`config.mk`:
```
export PLATFORM = sky130hd
export DESIGN_NAME = rfid_spi_master
export DESIGN_NICKNAME = d
export VERILOG_FILES = /design/src/rtl/rfid_spi_master.sv
export SDC_FILE = /design/constraint.sdc
export NUM_CORES = 1
export LEC_CHECK = 0
export ABC_AREA = 1
export CAP_MARGIN = 20
export CORE_ASPECT_RATIO = 0.9
export CORE_UTILIZATION = 45
export CTS_CLUSTER_DIAMETER = 40
export DETAILED_ROUTE_END_ITERATION = 12
export GPL_TIMING_DRIVEN = 1
export MAX_ROUTING_LAYER = met4
export PLACE_DENSITY = 0.72
export SYNTH_ARGS = -nofsm -noshare
export SYNTH_HDL_FRONTEND = slang
export SYNTH_SLANG_ARGS = --single-unit
```
`constraint.sdc`:
```
create_clock -name clk -period 26.4 [get_ports clk]
set_clock_uncertainty 0.2 [all_clocks]
set_input_delay 5.28 -clock clk [delete_from_list [all_inputs] [get_ports clk]]
set_output_delay 5.28 -clock clk [all_outputs]
set_load 0.005 [all_outputs]
```
`src/rtl/rfid_spi_master.sv`:
```
// Mode-0 SPI master for the RFID/crypto peripheral: sends a {plaintext, key} frame, waits for done, reads back the cyphertext.
// Optional WAIT_DONE watchdog is compiled in when RFID_SPI_MASTER_TIMEOUT_EN is defined.
module rfid_spi_master #(
  parameter int CLK_DIV        = 4,
  parameter int TX_BITS        = 256,
  parameter int RX_BITS        = 128,
  parameter int TIMEOUT_CYCLES = 65535
) (
  input  logic               clk,
  input  logic               reset,
  input  logic               start,
  input  logic [TX_BITS-1:0] tx_data,
  output logic               busy,
  output logic               sck,
  output logic               mosi,
  input  logic               miso,
  output logic               load,
  input  logic               done_in,
  output logic [RX_BITS-1:0] rx_data,
  output logic               rx_valid,
  output logic               timeout
);

  localparam int DW   = (CLK_DIV > 1) ? $clog2(CLK_DIV) : 1;
  localparam int MAXB = (TX_BITS > RX_BITS) ? TX_BITS : RX_BITS;
  localparam int CW   = $clog2(MAXB);

  typedef enum logic [2:0] {
    S_IDLE = 3'd0,
    S_TX   = 3'd1,
    S_WAIT = 3'd2,
    S_RX   = 3'd3,
    S_DONE = 3'd4
  } state_t;

  state_t             state_q, state_d;
  logic [DW-1:0]      div_q, div_d;
  logic [CW-1:0]      bit_q, bit_d;
  logic               sck_q, sck_d;
  logic               mosi_q, mosi_d;
  logic               load_q, load_d;
  logic               busy_q, busy_d;
  logic               rx_valid_q, rx_valid_d;
  logic [TX_BITS-2:0] tx_sh_q, tx_sh_d;
  logic [RX_BITS-1:0] rx_sh_q, rx_sh_d;
  logic [RX_BITS-1:0] rx_data_q, rx_data_d;
  logic               done_s1_q, done_s1_d;
  logic               done_s2_q, done_s2_d;
  logic               half_done;

`ifdef RFID_SPI_MASTER_TIMEOUT_EN
  localparam int TW = $clog2(TIMEOUT_CYCLES + 1);
  logic [TW-1:0] to_cnt_q, to_cnt_d;
  logic          timeout_q, timeout_d;
`endif

  // Handshake: start is a one-cycle request sampled only in IDLE (busy=0); it is
  // never queued, and busy stays high from the next cycle until IDLE is re-entered.
  always_comb begin
    state_d    = state_q;
    div_d      = div_q;
    bit_d      = bit_q;
    sck_d      = sck_q;
    mosi_d     = mosi_q;
    load_d     = load_q;
    busy_d     = busy_q;
    tx_sh_d    = tx_sh_q;
    rx_sh_d    = rx_sh_q;
    rx_data_d  = rx_data_q;
    rx_valid_d = 1'b0;
    half_done  = (div_q == DW'(CLK_DIV - 1));
`ifdef RFID_SPI_MASTER_TIMEOUT_EN
    timeout_d  = 1'b0;
    to_cnt_d   = (state_q == S_WAIT) ? to_cnt_q + 1'b1 : '0;
`endif
    case (state_q)
      S_IDLE: begin
        if (start) begin
          state_d = S_TX;
          busy_d  = 1'b1;
          load_d  = 1'b1;
          mosi_d  = tx_data[TX_BITS-1];
          tx_sh_d = tx_data[TX_BITS-2:0];
          sck_d   = 1'b0;
          div_d   = '0;
          bit_d   = '0;
        end
      end
      S_TX: begin
        if (!half_done) begin
          div_d = div_q + 1'b1;
        end else begin
          div_d = '0;
          if (!sck_q) begin
            sck_d = 1'b1;
          end else begin
            sck_d = 1'b0;
            if (bit_q == CW'(TX_BITS - 1)) begin
              state_d = S_WAIT;
              load_d  = 1'b0;
              mosi_d  = 1'b0;
              bit_d   = '0;
            end else begin
              // Falling edge: present the next bit while sck is low.
              bit_d   = bit_q + 1'b1;
              mosi_d  = tx_sh_q[TX_BITS-2];
              tx_sh_d = {tx_sh_q[TX_BITS-3:0], 1'b0};
            end
          end
        end
      end
      S_WAIT: begin
        if (done_s2_q) begin
          state_d = S_RX;
          div_d   = '0;
          bit_d   = '0;
        end
`ifdef RFID_SPI_MASTER_TIMEOUT_EN
        else if (to_cnt_q == TW'(TIMEOUT_CYCLES - 1)) begin
          state_d   = S_IDLE;
          busy_d    = 1'b0;
          timeout_d = 1'b1;
        end
`endif
      end
      S_RX: begin
        if (!half_done) begin
          div_d = div_q + 1'b1;
        end else begin
          div_d = '0;
          if (!sck_q) begin
            sck_d   = 1'b1;
            rx_sh_d = {rx_sh_q[RX_BITS-2:0], miso};
          end else begin
            sck_d = 1'b0;
            if (bit_q == CW'(RX_BITS - 1)) begin
              state_d    = S_DONE;
              rx_data_d  = rx_sh_q;
              rx_valid_d = 1'b1;
              bit_d      = '0;
            end else begin
              bit_d = bit_q + 1'b1;
            end
          end
        end
      end
      S_DONE: begin
        state_d = S_IDLE;
        busy_d  = 1'b0;
      end
      default: begin
        state_d = S_IDLE;
        busy_d  = 1'b0;
        load_d  = 1'b0;
        sck_d   = 1'b0;
        mosi_d  = 1'b0;
      end
    endcase
  end

  // Synchroniser only runs while waiting, so a done left high from earlier still
  // pays the full two-flop latency after TX ends.
  always_comb begin
    done_s1_d = 1'b0;
    done_s2_d = 1'b0;
    if (state_d == S_WAIT) begin
      done_s1_d = done_in;
      done_s2_d = done_s1_q;
    end
  end

  always_ff @(posedge clk or posedge reset) begin
    if (reset) begin
      state_q    <= S_IDLE;
      div_q      <= '0;
      bit_q      <= '0;
      sck_q      <= 1'b0;
      mosi_q     <= 1'b0;
      load_q     <= 1'b0;
      busy_q     <= 1'b0;
      rx_valid_q <= 1'b0;
      tx_sh_q    <= '0;
      rx_sh_q    <= '0;
      rx_data_q  <= '0;
      done_s1_q  <= 1'b0;
      done_s2_q  <= 1'b0;
    end else begin
      state_q    <= state_d;
      div_q      <= div_d;
      bit_q      <= bit_d;
      sck_q      <= sck_d;
      mosi_q     <= mosi_d;
      load_q     <= load_d;
      busy_q     <= busy_d;
      rx_valid_q <= rx_valid_d;
      tx_sh_q    <= tx_sh_d;
      rx_sh_q    <= rx_sh_d;
      rx_data_q  <= rx_data_d;
      done_s1_q  <= done_s1_d;
      done_s2_q  <= done_s2_d;
    end
  end

`ifdef RFID_SPI_MASTER_TIMEOUT_EN
  always_ff @(posedge clk or posedge reset) begin
    if (reset) begin
      to_cnt_q  <= '0;
      timeout_q <= 1'b0;
    end else begin
      to_cnt_q  <= to_cnt_d;
      timeout_q <= timeout_d;
    end
  end
  assign timeout = timeout_q;
`else
  assign timeout = 1'b0;
`endif

  assign busy     = busy_q;
  assign sck      = sck_q;
  assign mosi     = mosi_q;
  assign load     = load_q;
  assign rx_data  = rx_data_q;
  assign rx_valid = rx_valid_q;

endmodule

```
==> results of run 1 <==
worst register-to-register path: cells and delay by family, from the launching register on:
family,cells,cell delay (ps)
AND/OR/NAND/NOR,4,570
buffers and inverters,6,3640
AO/OA/AOI/OAI,1,310
flip-flops,1,430
registers in the layout, indices dropped and copies added, names as in the netlist, 2 cells and up:
| name | cells |
|---|---|
| state_q | 3 |
| rx_sh_q | 128 |
| rx_data | 128 |
| div_q | 2 |
| bit_q | 8 |
| tx_sh_q | 255 |
stage by stage:
| step | hold WS, ps | power (uW) | utilization (%) | std cells | setup slack [ps] |
|---|---|---|---|---|---|
| final | 266.8 | 1920 | 58.90 | 4159 | 17710 |
| after CTS | 270.2 | 1944 | 58.84 | 4147 | 17770 |
| after floorplan | 242.2 | 841.7 | - | 3099 | 6081 |
| after global routing | 281.8 | 1985 | 58.90 | 4159 | 17430 |
| after global placement | 250.1 | 888.1 | 53.73 | 4004 | 17200 |
| after detailed placement | 258.3 | 887.8 | 53.73 | 4004 | 17180 |
per-layer routing:
layer  wire length, um  global-route usage, %  part of all wire [%]
met1             27770                  31.73                    45
met2             28130                  34.49                    46
met3              3619                  5.179                   5.9
met4              1598                  8.145                   2.6
met5                 0                      -                     0
final cells by class:
class / count / area [um^2]
Tap cell: 688 / 860.8
Fill cell: 4607 / 21410
Sequential cell: 531 / 13290
Antenna cell: 12 / 30.03
Multi-Input combinational cell: 2157 / 8905
Timing Repair Buffer: 414 / 4116
Clock inverter: 44 / 478.0
Inverter: 214 / 818.3
Clock buffer: 99 / 2185
placed cells by master (no fill, tap or decap), drive strengths merged, types with 13 or more instances in the layout:
cell / n
buf: 21
clkinv: 13
clkdlybuf4s50: 393
inv: 228
dfrtp: 531
a21oi: 73
clkbuf: 99
o21ai: 199
nand2: 1510
nor2: 88
nand3: 273
where the power goes:
part           internal, uW  leakage [uW]  total (uW)  switching [uW]
Sequential              815       0.00738         815          0.0466
Combinational          34.2       0.00710        57.6            23.5
Clock                   653       0.00128        1050             394
Total                  1500        0.0158        1920             418
how the worst max path moves through the flow:
| stage | cells past startpoint | slack [ps] | end | start |
|---|---|---|---|---|
| after global routing | 10 | 17430 | tx_sh_q[78] | start |
| final | 10 | 17710 | tx_sh_q[78] | start |
| after detailed placement | 10 | 17180 | tx_sh_q[160] | start |
| after global placement | 10 | 17200 | tx_sh_q[84] | start |
| after floorplan | 1 | 6080 | bit_q[0] | reset |
| after CTS | 10 | 17770 | tx_sh_q[78] | start |
cell families (layout without fill, tap and decap cells):
| group | after synthesis | count (layout) | synth area share (%) |
|---|---|---|---|
| fa+ha+maj | 2 | 2 | 0.1044 |
| flops | 531 | 531 | 55.46 |
| compound gates | 272 | 272 | 5.698 |
| xor+xnor | 1 | 1 | 0.03656 |
| mux | 2 | 2 | 0.09400 |
| other cells | 1 | 13 | 0.01565 |
| buf+inv | 411 | 771 | 7.541 |
| simple gates | 1879 | 1879 | 31.05 |
==> impl_metrics.json, run 1 <==
{
  "synth_nets": 3362,
  "cp.required_ps": 26730,
  "crit_family": "buffers and inverters",
  "h-tree-depth": 3,
  "drv_cap": 0,
  "min-delay-start": "tx_sh_q[126]",
  "drive_gt1_share_pct": 4.944,
  "min_path_cells": 2,
  "wl_um": 61110,
  "worstPathCellList": "clkdlybuf4s50_1, inv_1, nand3_1, nand2_1, a21oi_4, buf_4, buf_4, buf_4, nand3_1, nand2_1",
  "clkLatencyLatePin_ps": 610,
  "dpl_cell_area_um2": 27990,
  "crit_path_start_kind": "input port",
  "grtUsageTotal_pct": 23.38,
  "synth_warnings": 0,
  "worstMarginPinSlew_ps": 1061,
  "synth_most_common_cell": "nand2_1",
  "gp_congestion": 0.8203,
  "p_leak_uw": 0.01577,
  "rr_startpoint": "state_q[2]",
  "coreArea_um2": 52090,
  "num_io_pins": 395,
  "initial_core_util_pct": 45.99,
  "vias": 20400,
  "clkTransAtPathRegs_ps": 50,
  "cp_slowest_cell": "buf_4",
  "setup_viol": 0,
  "final_nets": 3659,
  "worst_path_most_repeated_cell": "buf_4",
  "grt_pass1_vias": 19150,
  "synth.largest_area_cell": "dfrtp_1",
  "worst_ep_arrival_time_ps": 9020,
  "cts_made_buffers": 78,
  "fp.dieW_um": 245.2,
  "synth.avg_cell_area_um2": 7.731,
  "grt_max_degree": 257,
  "synth_cell_type_count": 27,
  "peakVddDrop_v": 0.00005236,
  "end_kind": "flip-flop",
  "reg2reg_setup_slack_ps": 21170,
  "final_max_slew_viol_count": 0,
  "cp_slowest_stage_delay_ps": 910,
  "ys_seq_area_share_pct": 55.46,
  "r2r-end": "tx_sh_q[78]",
  "reg2reg_depth": 11,
  "synth_common_cells": "nand2_1, dfrtp_1, nand3_1",
  "grt_antenna_before_repair": 12,
  "global_route.overflow_total": 0,
  "drt_iter0_drc": 1630,
  "via_per_inst": 4.906,
  "ys_ff_latch": 531,
  "fin_crit_sh_pct": 32.90,
  "place_hpwl_um": 37160,
  "wl_per_cell_um": 14.69,
  "max_freq_mhz": 115.1,
  "cts_resized": 0,
  "cts_sinks": 531,
  "ys.flop_type": "dfrtp_1",
  "period_minus_slack_ps": 8685,
  "critical_path.max_fanout": 97,
  "die-height_um": 220.9,
  "dieArea_um2": 54170,
  "synthTopCellsByArea": "dfrtp_1, nand2_1, nand3_1",
  "synthArstFlopShare_pct": 100.0,
  "hp-class": "flip-flop to flip-flop",
  "synth_edf_count": 0,
  "synth_top_area_share_pct": 55.46,
  "syn2layout_area_growth_pct": 28.06,
  "worstSetupPathType": "input port to flip-flop",
  "finalSetupTns_ps": 0,
  "portBuffers": 393,
  "dr.pass1.iters": 5,
  "synth_cells": 3099,
  "cts_hold_buf": 0,
  "cts-root-buf": "clkbuf_16",
  "num_rows": 79,
  "crit_buf_inv": 5,
  "cellPowerDensity_nw_per_um2": 62.57,
  "status": "complete, no violations",
  "cts_buffer_depth": 3,
  "maxSlewHeadroom_pct": 29.30,
  "post_cts_buffers": 0,
  "hold-path-endpoint": "tx_sh_q[126]",
  "cts_tree": "yes",
  "rsz0062_at_grt": "false",
  "drc": 0,
  "finalHoldViolations": 0,
  "grt_pass1_wl_um": 100000,
  "fin_area_um2": 30680,
  "netlist_area_um2": 23960,
  "ant_nets": 0
}
Note: power is estimated with default switching activity, not from simulation.
==> run 2: changes to the inputs <==
==> constraint.sdc (replaced) <==
create_clock -name clk -period 8.25 [get_ports clk]
set_clock_uncertainty 0.2 [all_clocks]
set_input_delay 1.65 -clock clk [delete_from_list [all_inputs] [get_ports clk]]
set_output_delay 1.65 -clock clk [all_outputs]
set_load 0.005 [all_outputs]
==> impl_metrics.json, run 2 (synthesis results as in run 1) <==
{
  "final_common_cell": "nand2_1",
  "num_io_pins": 395,
  "wl_met3_um": 3330,
  "drt_iter0_drc": 1916,
  "drive_gt1_share_pct": 4.784,
  "drc": 0,
  "worstMarginPinSlew_ps": 1132,
  "hp-class": "flip-flop to flip-flop",
  "drv_cap": 0,
  "crit_path_start_kind": "flip-flop",
  "worstPathCellList": "inv_2, nand2_2, nor2_4, buf_4, inv_8, a21oi_4, buf_4, nand2_4, buf_12, nand2_1, nand2_1",
  "end_kind": "flip-flop",
  "cts_tree": "yes",
  "finalSetupTns_ps": 0,
  "grt_antenna_before_repair": 7,
  "grtUsageTotal_pct": 23.01,
  "seqCellArea_um2": 13290,
  "wl_met1_um": 27870,
  "cts-root-buf": "clkbuf_16",
  "reg2reg_depth": 11,
  "mostFrequentLayoutCells": "nand2_1, dfrtp_1, clkdlybuf4s50_1",
  "largest_register": "tx_sh_q",
  "gp_congestion": 0.8129,
  "hold-path-endpoint": "tx_sh_q[207]",
  "fin_cells": 4144,
  "place_hpwl_um": 36950,
  "maxSlewHeadroom_pct": 24.50,
  "clkTransAtPathRegs_ps": 60,
  "final_nets": 3653,
  "multiInputGateArea_um2": 8905,
  "fillers": 4559,
  "status": "complete, no violations",
  "timing.hold.ws_ps": 266.6,
  "r2r-end": "tx_sh_q[165]",
  "initial_core_util_pct": 45.99,
  "via_per_inst": 4.906,
  "largest_reg_flops": 255,
  "grt_pass1_wl_um": 99160,
  "cp_slowest_stage_delay_ps": 710,
  "setup_viol": 0,
  "place_inst": 4004,
  "syn2layout_area_growth_pct": 27.53,
  "min_path_cells": 2,
  "rsz0062_at_grt": "false",
  "num_rows": 79,
  "clkLatencyLatePin_ps": 600,
  "cellPowerDensity_nw_per_um2": 196.8,
  "cts_sinks": 531,
  "min-delay-start": "tx_sh_q[207]",
  "p_leak_uw": 0.01571,
  "peakVddDrop_v": 0.0001627,
  "post_cts_buffers": 0,
  "cts_resized": 0,
  "worst_ep_arrival_time_ps": 5200,
  "reg2reg_setup_slack_ps": 3320,
  "critical_path.max_fanout": 171,
  "wl_um": 60400,
  "grt_max_degree": 257,
  "top_layer_used": "met4",
  "grt_pass1_vias": 19120,
  "die-height_um": 220.9,
  "cp_slowest_cell": "nand2_4",
  "vias": 20330,
  "fin_crit_sh_pct": 59.70,
  "finalHoldViolations": 0,
  "ant_nets": 0,
  "max_freq_mhz": 203.0,
  "coreArea_um2": 52090,
  "cts_buffer_depth": 3,
  "period_minus_slack_ps": 4925,
  "worstSetupPathType": "flip-flop to flip-flop",
  "portBuffers": 393,
  "fp.dieW_um": 245.2,
  "cp.required_ps": 8520,
  "h-tree-depth": 3,
  "cts_hold_buf": 0,
  "wl_met2_um": 27810,
  "cts_made_buffers": 72,
  "global_route.overflow_total": 0,
  "dieArea_um2": 54170,
  "wl_per_cell_um": 14.58,
  "final_max_slew_viol_count": 0,
  "rr_startpoint": "state_q[2]",
  "dr.pass1.iters": 7
}
==> run 2: worst max-delay path: cells and delay by family, from the launching register on <==
kind | cells | cell delay [ps]
buffers and inverters | 5 | 2400
AND/OR/NAND/NOR | 5 | 1200
flip-flops | 1 | 430
AO/OA/AOI/OAI | 1 | 250
==> run 2: final cells by class <==
class,count,area share [%]
Sequential cell,531,43.49
Antenna cell,7,0.05733
Tap cell,688,2.817
Timing Repair Buffer,414,13.55
Multi-Input combinational cell,2157,29.14
Clock inverter,49,1.962
Clock buffer,84,6.310
Inverter,214,2.666
==> run 2: worst max path at each step <==
stage	start	endpoint	slack, ps
finish	state_q[2]	tx_sh_q[165]	3320
global route	state_q[2]	tx_sh_q[158]	3030
CTS	state_q[2]	tx_sh_q[31]	3400
detailed placement	start	tx_sh_q[242]	3090
global placement	start	tx_sh_q[87]	3120
floorplan	reset	bit_q[0]	-820
==> run 2: metrics by stage <==
| step | util [%] | instance area [um^2] | power [uW] | setup WS (ps) |
|---|---|---|---|---|
| 6_report | 58.66 | 30550 | 6013 | 3325 |
| 5_1_grt | 58.66 | 30550 | 6217 | 3029 |
| 4_1_cts | 58.62 | 30540 | 6077 | 3404 |
| 3_5_place_dp | 53.77 | 28010 | 2842 | 3091 |
| 3_3_place_gp | 53.77 | 28010 | 2843 | 3120 |
| 2_1_floorplan | - | 23960 | 2694 | -818.1 |
==> run 2: report_power, final <==
part | internal, uW | total [uW] | switching (uW)
Sequential | 2610 | 2610 | 0.114
Combinational | 111 | 186 | 75.2
Clock | 1990 | 3220 | 1230
Total | 4710 | 6010 | 1310
==> run 2: per-layer routing <==
layer,vias to the layer above,track usage (%)
met5,-,-
met4,0,6.996
met3,96,4.851
met2,504,33.91
met1,9548,31.83
li1,10180,-
